[src/rtl/midi_voice_allocator_pkg.sv]
// Shared definitions for the MIDI voice allocator: MIDI status nibbles,
// FSM states, the registered command record and a status decoder.
package midi_voice_allocator_pkg;

  localparam int unsigned MSG_W  = 24;
  localparam int unsigned NOTE_W = 7;
  localparam int unsigned CHAN_W = 4;

  localparam logic [3:0]        ST_NOTE_OFF      = 4'h8;
  localparam logic [3:0]        ST_NOTE_ON       = 4'h9;
  localparam logic [3:0]        ST_CTRL          = 4'hB;
  localparam logic [NOTE_W-1:0] CC_ALL_NOTES_OFF = 7'd123;

  typedef enum logic [1:0] {
    S_IDLE   = 2'd0,
    S_LOOKUP = 2'd1,
    S_COMMIT = 2'd2
  } state_e;

  typedef enum logic [1:0] {
    CMD_NONE = 2'd0,
    CMD_ON   = 2'd1,
    CMD_OFF  = 2'd2,
    CMD_ANO  = 2'd3
  } cmd_kind_e;

  // Raw 3-byte MIDI message as delivered by the byte assembler.
  typedef struct packed {
    logic [7:0] status;
    logic [7:0] data1;
    logic [7:0] data2;
  } midi_msg_t;

  // Decoded message held from accept until commit.
  typedef struct packed {
    cmd_kind_e          kind;
    logic               poly;
    logic [CHAN_W-1:0]  chan;
    logic [NOTE_W-1:0]  note;
    logic [NOTE_W-1:0]  vel;
  } cmd_t;

  // Classify a message; Note On with zero velocity is treated as Note Off.
  function automatic cmd_kind_e decode_kind(input midi_msg_t m);
    cmd_kind_e k;
    k = CMD_NONE;
    case (m.status[7:4])
      ST_NOTE_ON:  k = (m.data2 != 8'd0) ? CMD_ON : CMD_OFF;
      ST_NOTE_OFF: k = CMD_OFF;
      ST_CTRL:     if (m.data1 == {1'b0, CC_ALL_NOTES_OFF}) k = CMD_ANO;
      default:     k = CMD_NONE;
    endcase
    return k;
  endfunction

endpackage

[src/rtl/midi_voice_allocator_if.sv]
// Message handshake between the MIDI byte assembler (master) and the
// voice allocator (slave).
//   Msg_valid : Msg_data holds a complete message
//   Msg_ready : allocator can take a message
//   Msg_data  : {status, data1, data2}
interface midi_voice_allocator_if;
  import midi_voice_allocator_pkg::*;

  logic      Msg_valid;
  logic      Msg_ready;
  midi_msg_t Msg_data;

  modport master (output Msg_valid, output Msg_data, input Msg_ready);
  modport slave  (input Msg_valid, input Msg_data, output Msg_ready);
endinterface

[src/rtl/midi_voice_allocator_voice_select.sv]
// Combinational voice search over all slots.
//   gate_i/chan_i/note_i/age_i : current per-voice state
//   key_chan_i/key_note_i      : channel+note being looked up
//   match_*_c  : lowest active voice holding key channel+note
//   free_*_c   : lowest voice with gate low
//   oldest_idx_c : voice with maximum age, ties to lowest index
module midi_voice_allocator_voice_select
  import midi_voice_allocator_pkg::*;
#(
  parameter int unsigned NUM_VOICES = 8,
  parameter int unsigned AGE_W      = 8,
  parameter int unsigned IDX_W      = 3
) (
  input  logic [NUM_VOICES-1:0]              gate_i,
  input  logic [NUM_VOICES-1:0][CHAN_W-1:0]  chan_i,
  input  logic [NUM_VOICES-1:0][NOTE_W-1:0]  note_i,
  input  logic [NUM_VOICES-1:0][AGE_W-1:0]   age_i,
  input  logic [CHAN_W-1:0]                  key_chan_i,
  input  logic [NOTE_W-1:0]                  key_note_i,
  output logic                               match_found_c,
  output logic [IDX_W-1:0]                   match_idx_c,
  output logic                               free_found_c,
  output logic [IDX_W-1:0]                   free_idx_c,
  output logic [IDX_W-1:0]                   oldest_idx_c
);

  logic [AGE_W-1:0] best_age;

  // Ascending scan: first hit wins for match/free; strict '>' keeps lowest index on age ties.
  always_comb begin
    match_found_c = 1'b0;
    match_idx_c   = '0;
    free_found_c  = 1'b0;
    free_idx_c    = '0;
    oldest_idx_c  = '0;
    best_age      = '0;
    for (int i = 0; i < int'(NUM_VOICES); i++) begin
      if (!match_found_c && gate_i[i] && chan_i[i] == key_chan_i && note_i[i] == key_note_i) begin
        match_found_c = 1'b1;
        match_idx_c   = IDX_W'(i);
      end
      if (!free_found_c && !gate_i[i]) begin
        free_found_c = 1'b1;
        free_idx_c   = IDX_W'(i);
      end
      if (age_i[i] > best_age) begin
        best_age     = age_i[i];
        oldest_idx_c = IDX_W'(i);
      end
    end
  end

endmodule

[src/rtl/midi_voice_allocator.sv]
// MIDI-to-voice allocator with stepper-enable timeout.
//   Clk, Rst_p  : clock, synchronous active-high reset
//   msg         : message handshake (slave side)
//   Mode        : 0 = channel n -> voice n, 1 = polyphonic pool
//   Chan_mask   : channels accepted for Note On in poly mode
//   Voice_note  : 7-bit note per voice, voice i at [7i+6:7i]
//   Voice_vel   : 7-bit velocity per voice, 0 when gate low
//   Voice_gate  : per-voice sounding flag
//   Steal       : one-cycle pulse when an active voice is reassigned
//   Enable      : stepper driver enable, active-low
module midi_voice_allocator
  import midi_voice_allocator_pkg::*;
#(
  parameter int unsigned NUM_VOICES  = 8,
  parameter int unsigned AGE_W       = 8,
  parameter int unsigned TIMEOUT_CYC = 1500000000,
  parameter int unsigned TMO_W       = 32
) (
  input  logic                         Clk,
  input  logic                         Rst_p,
  midi_voice_allocator_if.slave        msg,
  input  logic                         Mode,
  input  logic [15:0]                  Chan_mask,
  output logic [NOTE_W*NUM_VOICES-1:0] Voice_note,
  output logic [NOTE_W*NUM_VOICES-1:0] Voice_vel,
  output logic [NUM_VOICES-1:0]        Voice_gate,
  output logic                         Steal,
  output logic                         Enable
);

  localparam int unsigned      IDX_W    = (NUM_VOICES > 1) ? $clog2(NUM_VOICES) : 1;
  localparam logic [AGE_W-1:0] AGE_MAX  = '1;
  localparam logic [TMO_W-1:0] TMO_LOAD = TMO_W'(TIMEOUT_CYC);

  state_e                            state_q, state_d;
  logic                              ready_q, ready_d;
  cmd_t                              cmd_q, cmd_d, cmd_in;
  logic [IDX_W-1:0]                  tgt_idx_q, tgt_idx_d;
  logic                              tgt_steal_q, tgt_steal_d;
  logic [NUM_VOICES-1:0][NOTE_W-1:0] note_q, note_d;
  logic [NUM_VOICES-1:0][NOTE_W-1:0] vel_q, vel_d;
  logic [NUM_VOICES-1:0]             gate_q, gate_d;
  logic [NUM_VOICES-1:0][CHAN_W-1:0] chan_q, chan_d;
  logic [NUM_VOICES-1:0][AGE_W-1:0]  age_q, age_d;
  logic                              steal_q, steal_d;
  logic [TMO_W-1:0]                  tmo_q, tmo_d;
  logic                              enable_q, enable_d;

  logic             accept;
  logic             match_found, free_found;
  logic [IDX_W-1:0] match_idx, free_idx, oldest_idx;

  assign accept = ready_q & msg.Msg_valid;

  // Decode at accept; out-of-range or masked-off notes collapse to a no-op.
  always_comb begin
    cmd_in      = '0;
    cmd_in.kind = decode_kind(msg.Msg_data);
    cmd_in.poly = Mode;
    cmd_in.chan = msg.Msg_data.status[3:0];
    cmd_in.note = msg.Msg_data.data1[NOTE_W-1:0];
    cmd_in.vel  = msg.Msg_data.data2[NOTE_W-1:0];
    if (!Mode && (cmd_in.kind == CMD_ON || cmd_in.kind == CMD_OFF) &&
        32'(cmd_in.chan) >= NUM_VOICES)
      cmd_in.kind = CMD_NONE;
    if (Mode && cmd_in.kind == CMD_ON && !Chan_mask[cmd_in.chan])
      cmd_in.kind = CMD_NONE;
  end

  midi_voice_allocator_voice_select #(
    .NUM_VOICES (NUM_VOICES),
    .AGE_W      (AGE_W),
    .IDX_W      (IDX_W)
  ) u_voice_select (
    .gate_i        (gate_q),
    .chan_i        (chan_q),
    .note_i        (note_q),
    .age_i         (age_q),
    .key_chan_i    (cmd_q.chan),
    .key_note_i    (cmd_q.note),
    .match_found_c (match_found),
    .match_idx_c   (match_idx),
    .free_found_c  (free_found),
    .free_idx_c    (free_idx),
    .oldest_idx_c  (oldest_idx)
  );

  // Next-state, voice update and timeout logic.
  always_comb begin
    state_d     = state_q;
    ready_d     = ready_q;
    cmd_d       = cmd_q;
    tgt_idx_d   = tgt_idx_q;
    tgt_steal_d = tgt_steal_q;
    note_d      = note_q;
    vel_d       = vel_q;
    gate_d      = gate_q;
    chan_d      = chan_q;
    age_d       = age_q;
    steal_d     = 1'b0;
    enable_d    = (tmo_q == '0);
    tmo_d       = tmo_q;

    // Reload on any accepted message; otherwise count down only while silent.
    if (accept)
      tmo_d = TMO_LOAD;
    else if (gate_q == '0 && tmo_q != '0)
      tmo_d = tmo_q - TMO_W'(1);

    case (state_q)
      S_IDLE: begin
        if (accept) begin
          cmd_d   = cmd_in;
          state_d = S_LOOKUP;
          ready_d = 1'b0;
        end
      end

      // Allocation priority: retrigger, then lowest free, then steal oldest.
      S_LOOKUP: begin
        state_d     = S_COMMIT;
        tgt_steal_d = 1'b0;
        if (!cmd_q.poly)
          tgt_idx_d = IDX_W'(cmd_q.chan);
        else if (match_found)
          tgt_idx_d = match_idx;
        else if (free_found)
          tgt_idx_d = free_idx;
        else begin
          tgt_idx_d   = oldest_idx;
          tgt_steal_d = 1'b1;
        end
      end

      S_COMMIT: begin
        state_d = S_IDLE;
        ready_d = 1'b1;
        for (int i = 0; i < int'(NUM_VOICES); i++) begin
          case (cmd_q.kind)
            CMD_ON: begin
              if (IDX_W'(i) == tgt_idx_q) begin
                note_d[i] = cmd_q.note;
                vel_d[i]  = cmd_q.vel;
                gate_d[i] = 1'b1;
                chan_d[i] = cmd_q.chan;
                if (cmd_q.poly) age_d[i] = '0;
              end else if (cmd_q.poly && gate_q[i] && age_q[i] != AGE_MAX) begin
                age_d[i] = age_q[i] + AGE_W'(1);
              end
            end
            // Mode 0 matches the slot by index; poly matches the stored channel.
            CMD_OFF: begin
              if (gate_q[i] && note_q[i] == cmd_q.note &&
                  (cmd_q.poly ? (chan_q[i] == cmd_q.chan) : (CHAN_W'(i) == cmd_q.chan))) begin
                gate_d[i] = 1'b0;
                vel_d[i]  = '0;
              end
            end
            CMD_ANO: begin
              if (chan_q[i] == cmd_q.chan) begin
                gate_d[i] = 1'b0;
                vel_d[i]  = '0;
              end
            end
            default: ;
          endcase
        end
        if (cmd_q.kind == CMD_ON) steal_d = tgt_steal_q;
      end

      default: begin
        state_d = S_IDLE;
        ready_d = 1'b1;
      end
    endcase
  end

  // State and datapath registers.
  always_ff @(posedge Clk) begin
    if (Rst_p) begin
      state_q     <= S_IDLE;
      ready_q     <= 1'b1;
      cmd_q       <= '0;
      tgt_idx_q   <= '0;
      tgt_steal_q <= 1'b0;
      note_q      <= '0;
      vel_q       <= '0;
      gate_q      <= '0;
      chan_q      <= '0;
      age_q       <= '0;
      steal_q     <= 1'b0;
      tmo_q       <= '0;
      enable_q    <= 1'b1;
    end else begin
      state_q     <= state_d;
      ready_q     <= ready_d;
      cmd_q       <= cmd_d;
      tgt_idx_q   <= tgt_idx_d;
      tgt_steal_q <= tgt_steal_d;
      note_q      <= note_d;
      vel_q       <= vel_d;
      gate_q      <= gate_d;
      chan_q      <= chan_d;
      age_q       <= age_d;
      steal_q     <= steal_d;
      tmo_q       <= tmo_d;
      enable_q    <= enable_d;
    end
  end

  assign msg.Msg_ready = ready_q;
  assign Voice_note    = note_q;
  assign Voice_vel     = vel_q;
  assign Voice_gate    = gate_q;
  assign Steal         = steal_q;
  assign Enable        = enable_q;

endmodule

[src/flat_wrapper.sv]
// flat-port wrapper written by rule: the top's interface ports become plain ports
module midi_voice_allocator_flat import midi_voice_allocator_pkg::*;
#(
  parameter int unsigned NUM_VOICES  = 8,
  parameter int unsigned AGE_W       = 8,
  parameter int unsigned TIMEOUT_CYC = 1500000000,
  parameter int unsigned TMO_W       = 32
)
  (Clk, Rst_p, Mode, Chan_mask, Voice_note, Voice_vel, Voice_gate, Steal, Enable, msg_Msg_valid, msg_Msg_data, msg_Msg_ready);
  midi_voice_allocator_if msg_i ();
  input  logic Clk;
  input  logic Rst_p;
  input  logic Mode;
  input  logic [15:0] Chan_mask;
  output logic [NOTE_W*NUM_VOICES-1:0] Voice_note;
  output logic [NOTE_W*NUM_VOICES-1:0] Voice_vel;
  output logic [NUM_VOICES-1:0] Voice_gate;
  output logic Steal;
  output logic Enable;
  input wire logic [$bits(msg_i.Msg_valid)-1:0] msg_Msg_valid;
  input wire logic [$bits(msg_i.Msg_data)-1:0] msg_Msg_data;
  output wire logic [$bits(msg_i.Msg_ready)-1:0] msg_Msg_ready;
  assign msg_i.Msg_valid = msg_Msg_valid;
  assign msg_i.Msg_data = msg_Msg_data;
  assign msg_Msg_ready = msg_i.Msg_ready;
  midi_voice_allocator #(.NUM_VOICES(NUM_VOICES), .AGE_W(AGE_W), .TIMEOUT_CYC(TIMEOUT_CYC), .TMO_W(TMO_W)) u_core (.Clk(Clk), .Rst_p(Rst_p), .msg(msg_i), .Mode(Mode), .Chan_mask(Chan_mask), .Voice_note(Voice_note), .Voice_vel(Voice_vel), .Voice_gate(Voice_gate), .Steal(Steal), .Enable(Enable));
endmodule
[config.mk]
export PLATFORM = sky130hd
export DESIGN_NAME = midi_voice_allocator_flat
export DESIGN_NICKNAME = d
export VERILOG_FILES = /design/src/rtl/midi_voice_allocator_pkg.sv /design/src/rtl/midi_voice_allocator_if.sv /design/src/rtl/midi_voice_allocator_voice_select.sv /design/src/rtl/midi_voice_allocator.sv /design/src/flat_wrapper.sv
export SDC_FILE = /design/constraint.sdc
export NUM_CORES = 1
export LEC_CHECK = 0
export ABC_AREA = 0
export CAP_MARGIN = 25
export CELL_PAD_IN_SITES_DETAIL_PLACEMENT = 0
export CELL_PAD_IN_SITES_GLOBAL_PLACEMENT = 1
export CORE_ASPECT_RATIO = 0.7
export CORE_MARGIN = 2
export CORE_UTILIZATION = 43
export CTS_CLUSTER_DIAMETER = 50
export DETAILED_ROUTE_END_ITERATION = 6
export HOLD_SLACK_MARGIN = 0.03
export PLACE_DENSITY_LB_ADDON = 0.05
export SLEW_MARGIN = 10
export SYNTH_ARGS = -nofsm -noshare
export SYNTH_HDL_FRONTEND = slang
export SYNTH_SLANG_ARGS = --single-unit
[constraint.sdc]
create_clock -name Clk -period 15.9 [get_ports Clk]
set_clock_uncertainty 0.15 [all_clocks]
set_input_delay 3.18 -clock Clk [delete_from_list [all_inputs] [get_ports Clk]]
set_output_delay 3.18 -clock Clk [all_outputs]
set_load 0.02 [all_outputs]
==> results of run 1 <==
## logic make-up (layout without fill, tap and decap cells)
family | Yosys count | after routing | share of synthesized area
buf+inv | 146 | 299 | 0.03834
simple gates | 733 | 733 | 0.2325
compound gates | 331 | 331 | 0.1356
flops | 278 | 278 | 0.3765
fa+ha+maj | 64 | 64 | 0.05417
xor+xnor | 148 | 148 | 0.08769
mux | 102 | 102 | 0.07517
## critical path, delay by kind of cell, from the launching register on
family / cells / cell delay, ns
AOI/OAI and AO/OA: 25 / 5.54
and+or+nand+nor: 17 / 3.81
adders and majority gates: 8 / 2.19
muxes: 6 / 1.75
buffers and inverters: 6 / 0.78
DFF: 1 / 0.34
## final cells by class
type / instances / area (um^2)
fillers: 3188 / 15680
multi-input cells: 1378 / 8673
flip-flops and latches: 278 / 5565
repair buffers: 187 / 1832
clock buffers: 50 / 1035
well taps: 464 / 580.6
inverters: 49 / 183.9
clock inverters: 13 / 152.6
## where the power goes
part           total [mW]  leakage, nW  switching, mW  internal (mW)
logic               0.145         4.02         0.0850         0.0603
clock network       0.812        0.580          0.320          0.492
registers           0.731         2.25         0.0203          0.711
total                1.69         6.85          0.425           1.26
## flip-flops by register name (all words and copies together), names as in the netlist
signal / count
u_core.Voice_vel: 56
u_core.Steal: 1
u_core.Voice_note: 56
u_core.state_q: 2
u_core.tmo_q: 32
u_core.Voice_gate: 8
u_core.tgt_steal_q: 1
u_core.msg.Msg_ready: 1
u_core.Enable: 1
u_core.tgt_idx_q: 3
u_core.age_q: 64
u_core.chan_q: 32
u_core.cmd_q: 21
## placed cells by master, fill, tap and decap left out, types with 35 or more instances in the layout
cell type / count
nand2_1: 293
dfxtp_1: 278
a21oi_1: 195
nor2_1: 181
clkdlybuf4s50_1: 165
xnor2_1: 82
mux2i_1: 75
xor2_1: 66
ha_1: 64
inv_1: 49
nand4_1: 48
clkbuf_16: 37
o21ai_0: 35
## per-layer routing
metal | vias up | part of all wire
met1 | 6200 | 0.50
li1 | 6501 | -
met4 | 0 | 0.011
met2 | 355 | 0.42
met3 | 37 | 0.066
met5 | - | 0
## timing repair
action | CTS | global route
setup endpoints to repair | 0 | 1
resized for setup | 0 | 2
hold endpoints to repair | 0 | 0
setup buffers | 0 | 0
## worst paths after layout
check	slack, ns	endpoint	depth (start not counted)
setup / recovery	1.21	u_core.tgt_idx_q[2]	62
hold reg to reg	0.30	u_core.cmd_q[0]	2
hold / removal	0.30	u_core.cmd_q[0]	2
setup reg to reg	1.21	u_core.tgt_idx_q[2]	62
## stage by stage
stage | std cells | setup slack [ns] | total power [mW] | util
after global placement | 2353 | 1.405 | 0.8891 | 0.4981
final | 2419 | 1.210 | 1.688 | 0.5347
after floorplan | 1802 | 2.525 | 0.8442 | -
after detailed placement | 2356 | 1.209 | 0.8912 | 0.4991
after global routing | 2419 | 0.05160 | 1.753 | 0.5347
after CTS | 2419 | 1.157 | 1.708 | 0.5343
==> flow_summary.toml, run 1 <==
[floorplan]
die_height_um = 159.1
fp.dieW_um = 225.6
dieArea_mm2 = 0.03590
core_mm2 = 0.03370
io_pins = 167
rows = 56
initial_core_util = 0.4386

[placed_design]
place_congestion = 0.8309
place_area_mm2 = 0.01682
port_buffers = 166
place_hpwl_mm = 31.97

[global_route]
busiest_layer = "met1"
grt_pass1_wl_mm = 69.59
met2_usage = 0.3489
grt_use_total = 0.2411
grt_start_max_net_pins = 93
grtUsageMet3 = 0.05149
grt_antenna_before_repair = 0
gr-total-overflow = 0
first_global_vias = 12418
use_met1 = 0.3664

[yosys]
syn_area_per_cell_um2 = 8.203
ys.flop_type = "dfxtp_1"
synth_seq_area_share = 0.3765
ys_top_cells_by_count = "nand2_1, dfxtp_1, a21oi_1"
synth_seq_cells = 278
synth_area_mm2 = 0.01478
async_flop_share = 0
yosys.area.top_type = "dfxtp_1"
synth.distinct_cells = 75
synth_edf_count = 0
synthCells = 1802
synth.most_common_cell = "nand2_1"
synth_fp_nets = 1910
yosysWarningCount = 0
synth_top_area_share = 0.3765
synthTopCellsByArea = "dfxtp_1, nand2_1, a21oi_1"

[cts]
clkSinkCount = 278
clkSlewWorstSetupHoldPaths_ns = 0.06
clk_latency_ns = 0.53
cts_tree = "done"
cts_buffers = 35
cts_root_buf = "clkbuf_16"
cts_max_path_buffers = 3
htreeDepth = 2
ctsHoldBuffers = 0

[critical_path]
crit_start = "u_core.age_q[1]"
worstPathArrival_ns = 14.96
cp_common_cell = "ha_1"
critPathMaxFanout = 19
required_ns = 16.17
startpoint_type = "flop"
crit_type = "reg -> reg"
endpoint_kind = "flop"
crit_slowest_cell = "o21ai_1"
worst_r2r_startpoint = "u_core.age_q[1]"
critPathMaxStageDelay_ns = 0.53

[route]
viasPerCell = 5.413
route.detailed.wl_per_inst_um = 18.08
route.detailed.drc = 0
drtIter0Drc = 863
num_vias = 13093
drtPass1Iterations = 5
wl_mm = 43.73
drtAntennaViolNets = 0

[timing]
hold_viol = 0
setup_violations = 0
final_max_slew_viol_count = 0
max-slew-margin-rel = 0.2898
whs_ns = 0.3012
final.period_utilization = 0.9239
worst_pin_slew_ns = 1.061
max_freq_ghz = 0.06807
finalSetupTns_ns = 0
min_period_ns = 14.69
rsz0062_at_grt = "false"

[power]
leakage_nw = 6.849
power.density_mw_per_mm2 = 93.68
ir_drop_uv = 69.82

[worst_hold_path]
holdCritPathClass = "reg -> reg"
min_from = "u_core.cmd_q[0]"

[cells_and_area]
area_growth_pct = 21.92
drive_gt1_frac = 0.06803
nets = 2037
fin_area_mm2 = 0.01802
antenna_cells = 0

[status]
status = "finished, final reports clean"

[job]
drv_cap = 0
No activity file was read; power rests on OpenSTA's default activity.
==> inputs of run 2 (changes only) <==
CORE_UTILIZATION = 45   (was 43)
DONT_BUFFER_PORTS = 1   (was not set)
TNS_END_PERCENT = 20   (was not set)
clock period = 16.9 ns   (was 15.9 ns; I/O delays follow)
==> flow_summary.toml, run 2 (synthesis gave the netlist of run 1 again) <==
[route]
drtAntennaViolNets = 0
route.detailed.drc = 0
drtPass1Iterations = 5
route.detailed.wl_per_inst_um = 19.19
num_vias = 12466
viasPerCell = 5.628
wl_mm = 42.51
drtIter0Drc = 876

[cts]
clkSlewWorstSetupHoldPaths_ns = 0.06
htreeDepth = 2
clk_latency_ns = 0.53
ctsResizeCount = 0
ctsHoldBuffers = 0
post-cts-setup-buffers = 0
clkSinkCount = 278
cts_tree = "done"
cts_buffers = 36
cts_max_path_buffers = 3
cts_root_buf = "clkbuf_16"

[global_route]
grt_use_total = 0.2462
grt_antenna_before_repair = 0
grt_pass1_wl_mm = 66.74
grt_start_max_net_pins = 218
first_global_vias = 11402
gr-total-overflow = 0

[cells_and_area]
drive_gt1_frac = 0.07219
layout_common_cells = "nand2_1, dfxtp_1, a21oi_1"
regMostFlops = "u_core.age_q"
largest_register_ffs = 64
nFillCells = 3162
final_common_cell = "nand2_1"
nets = 1875
seq_area_mm2 = 0.005565
area_growth_pct = 9.607
multiInputGateArea_mm2 = 0.008655

[critical_path]
reg2reg_slack_ns = 2.39
crit_start = "u_core.age_q[0]"
crit_end = "u_core.tgt_idx_q[2]"
crit_type = "reg -> reg"
endpoint_kind = "flop"
reg2reg_depth = 64
reg2reg_to = "u_core.tgt_idx_q[2]"
worst_r2r_startpoint = "u_core.age_q[0]"
critPathMaxStageDelay_ns = 0.70
crit_slowest_cell = "nor4_2"
startpoint_type = "flop"
critPathMaxFanout = 19
worstPathArrival_ns = 14.77
required_ns = 17.16

[placed_design]
place_congestion = 0.8491
place_hpwl_mm = 30.59
port_buffers = 0

[timing]
max-slew-margin-rel = 0.3351
finalSetupTns_ns = 0
final.period_utilization = 0.8584
setup_violations = 0
max_freq_ghz = 0.06893
hold_viol = 0
worst_pin_slew_ns = 0.9960
final_max_slew_viol_count = 0
rsz0062_at_grt = "false"
min_period_ns = 14.51
whs_ns = 0.3005

[power]
leakage_nw = 6.215
power.internal_mw = 1.125
pwr-share-clk = 0.468
p_sw_frac = 0.2563
power_switching_mw = 0.3875
power_frac_seq = 0.456
ir_drop_uv = 82.50
power.density_mw_per_mm2 = 93.33
power_frac_comb = 0.076

[floorplan]
core_mm2 = 0.03234
rows = 55
io_pins = 167
fp.dieW_um = 220.6
initial_core_util = 0.4570
dieArea_mm2 = 0.03434
die_height_um = 155.6

[job]
drv_cap = 0

[status]
status = "finished, final reports clean"

[worst_hold_path]
holdCritPathClass = "reg -> reg"
[run 2: area by class of cell]
type	count	share of cell area
multi-input cells	1378	0.5342
flip-flops and latches	278	0.3435
clock buffers	45	0.05954
well taps	427	0.03298
repair buffers	24	0.01135
inverters	49	0.01135
clock inverters	13	0.006950
diodes	1	0.0001545
[run 2: power groups by stage]
stage,sequential [mW],combinational [mW],clock [mW]
6_report,0.690,0.114,0.708
4_1_cts,0.689,0.114,0.728
3_5_place_dp,0.703,0.113,0
3_3_place_gp,0.703,0.113,0
5_1_grt,0.692,0.127,0.757
2_1_floorplan,0.692,0.103,0
[run 2: worst min-delay path by stage]
stage / startpoint / end / depth (start not counted) / slack (ns)
after floorplan: u_core.tgt_steal_q / u_core.tgt_steal_q / 2 / 0.28
after global placement: u_core.tgt_steal_q / u_core.tgt_steal_q / 2 / 0.29
after detailed placement: u_core.cmd_q[6] / u_core.cmd_q[6] / 2 / 0.29
after CTS: u_core.cmd_q[6] / u_core.cmd_q[6] / 2 / 0.30
after global routing: u_core.cmd_q[1] / u_core.cmd_q[1] / 2 / 0.32
final: u_core.cmd_q[6] / u_core.cmd_q[6] / 2 / 0.30
[run 2: metal layers]
layer  GRT usage  up-vias  part of all wire  wire [um]
met1      0.3673     5877              0.50      21350
met4     0.05683        0             0.017        715
li1            -     6193                 -          -
met5           0        -                 0          0
met2      0.3524      343              0.41      17470
met3     0.06238       53             0.070       2972
[run 2: worst max-delay path: cells and delay by family, from the launching register on]
kind | cells | cell delay (ns)
simple gates | 14 | 3.13
mux | 6 | 1.72
fa+ha+maj | 8 | 2.13
compound gates | 30 | 6.08
buf+inv | 6 | 0.77
flops | 1 | 0.41
[run 2: per-stage QoR]
step | cell area [um^2] | util | std cells | setup slack (ns) | power (mW)
2_1_floorplan | 14780 | - | 1802 | 3.525 | 0.7943
3_3_place_gp | 15080 | 0.4663 | 2151 | 2.501 | 0.8160
3_5_place_dp | 15110 | 0.4671 | 2154 | 2.108 | 0.8166
4_1_cts | 16180 | 0.5004 | 2212 | 2.081 | 1.531
5_1_grt | 16200 | 0.5009 | 2214 | 1.314 | 1.576
6_report | 16200 | 0.5009 | 2215 | 2.393 | 1.512
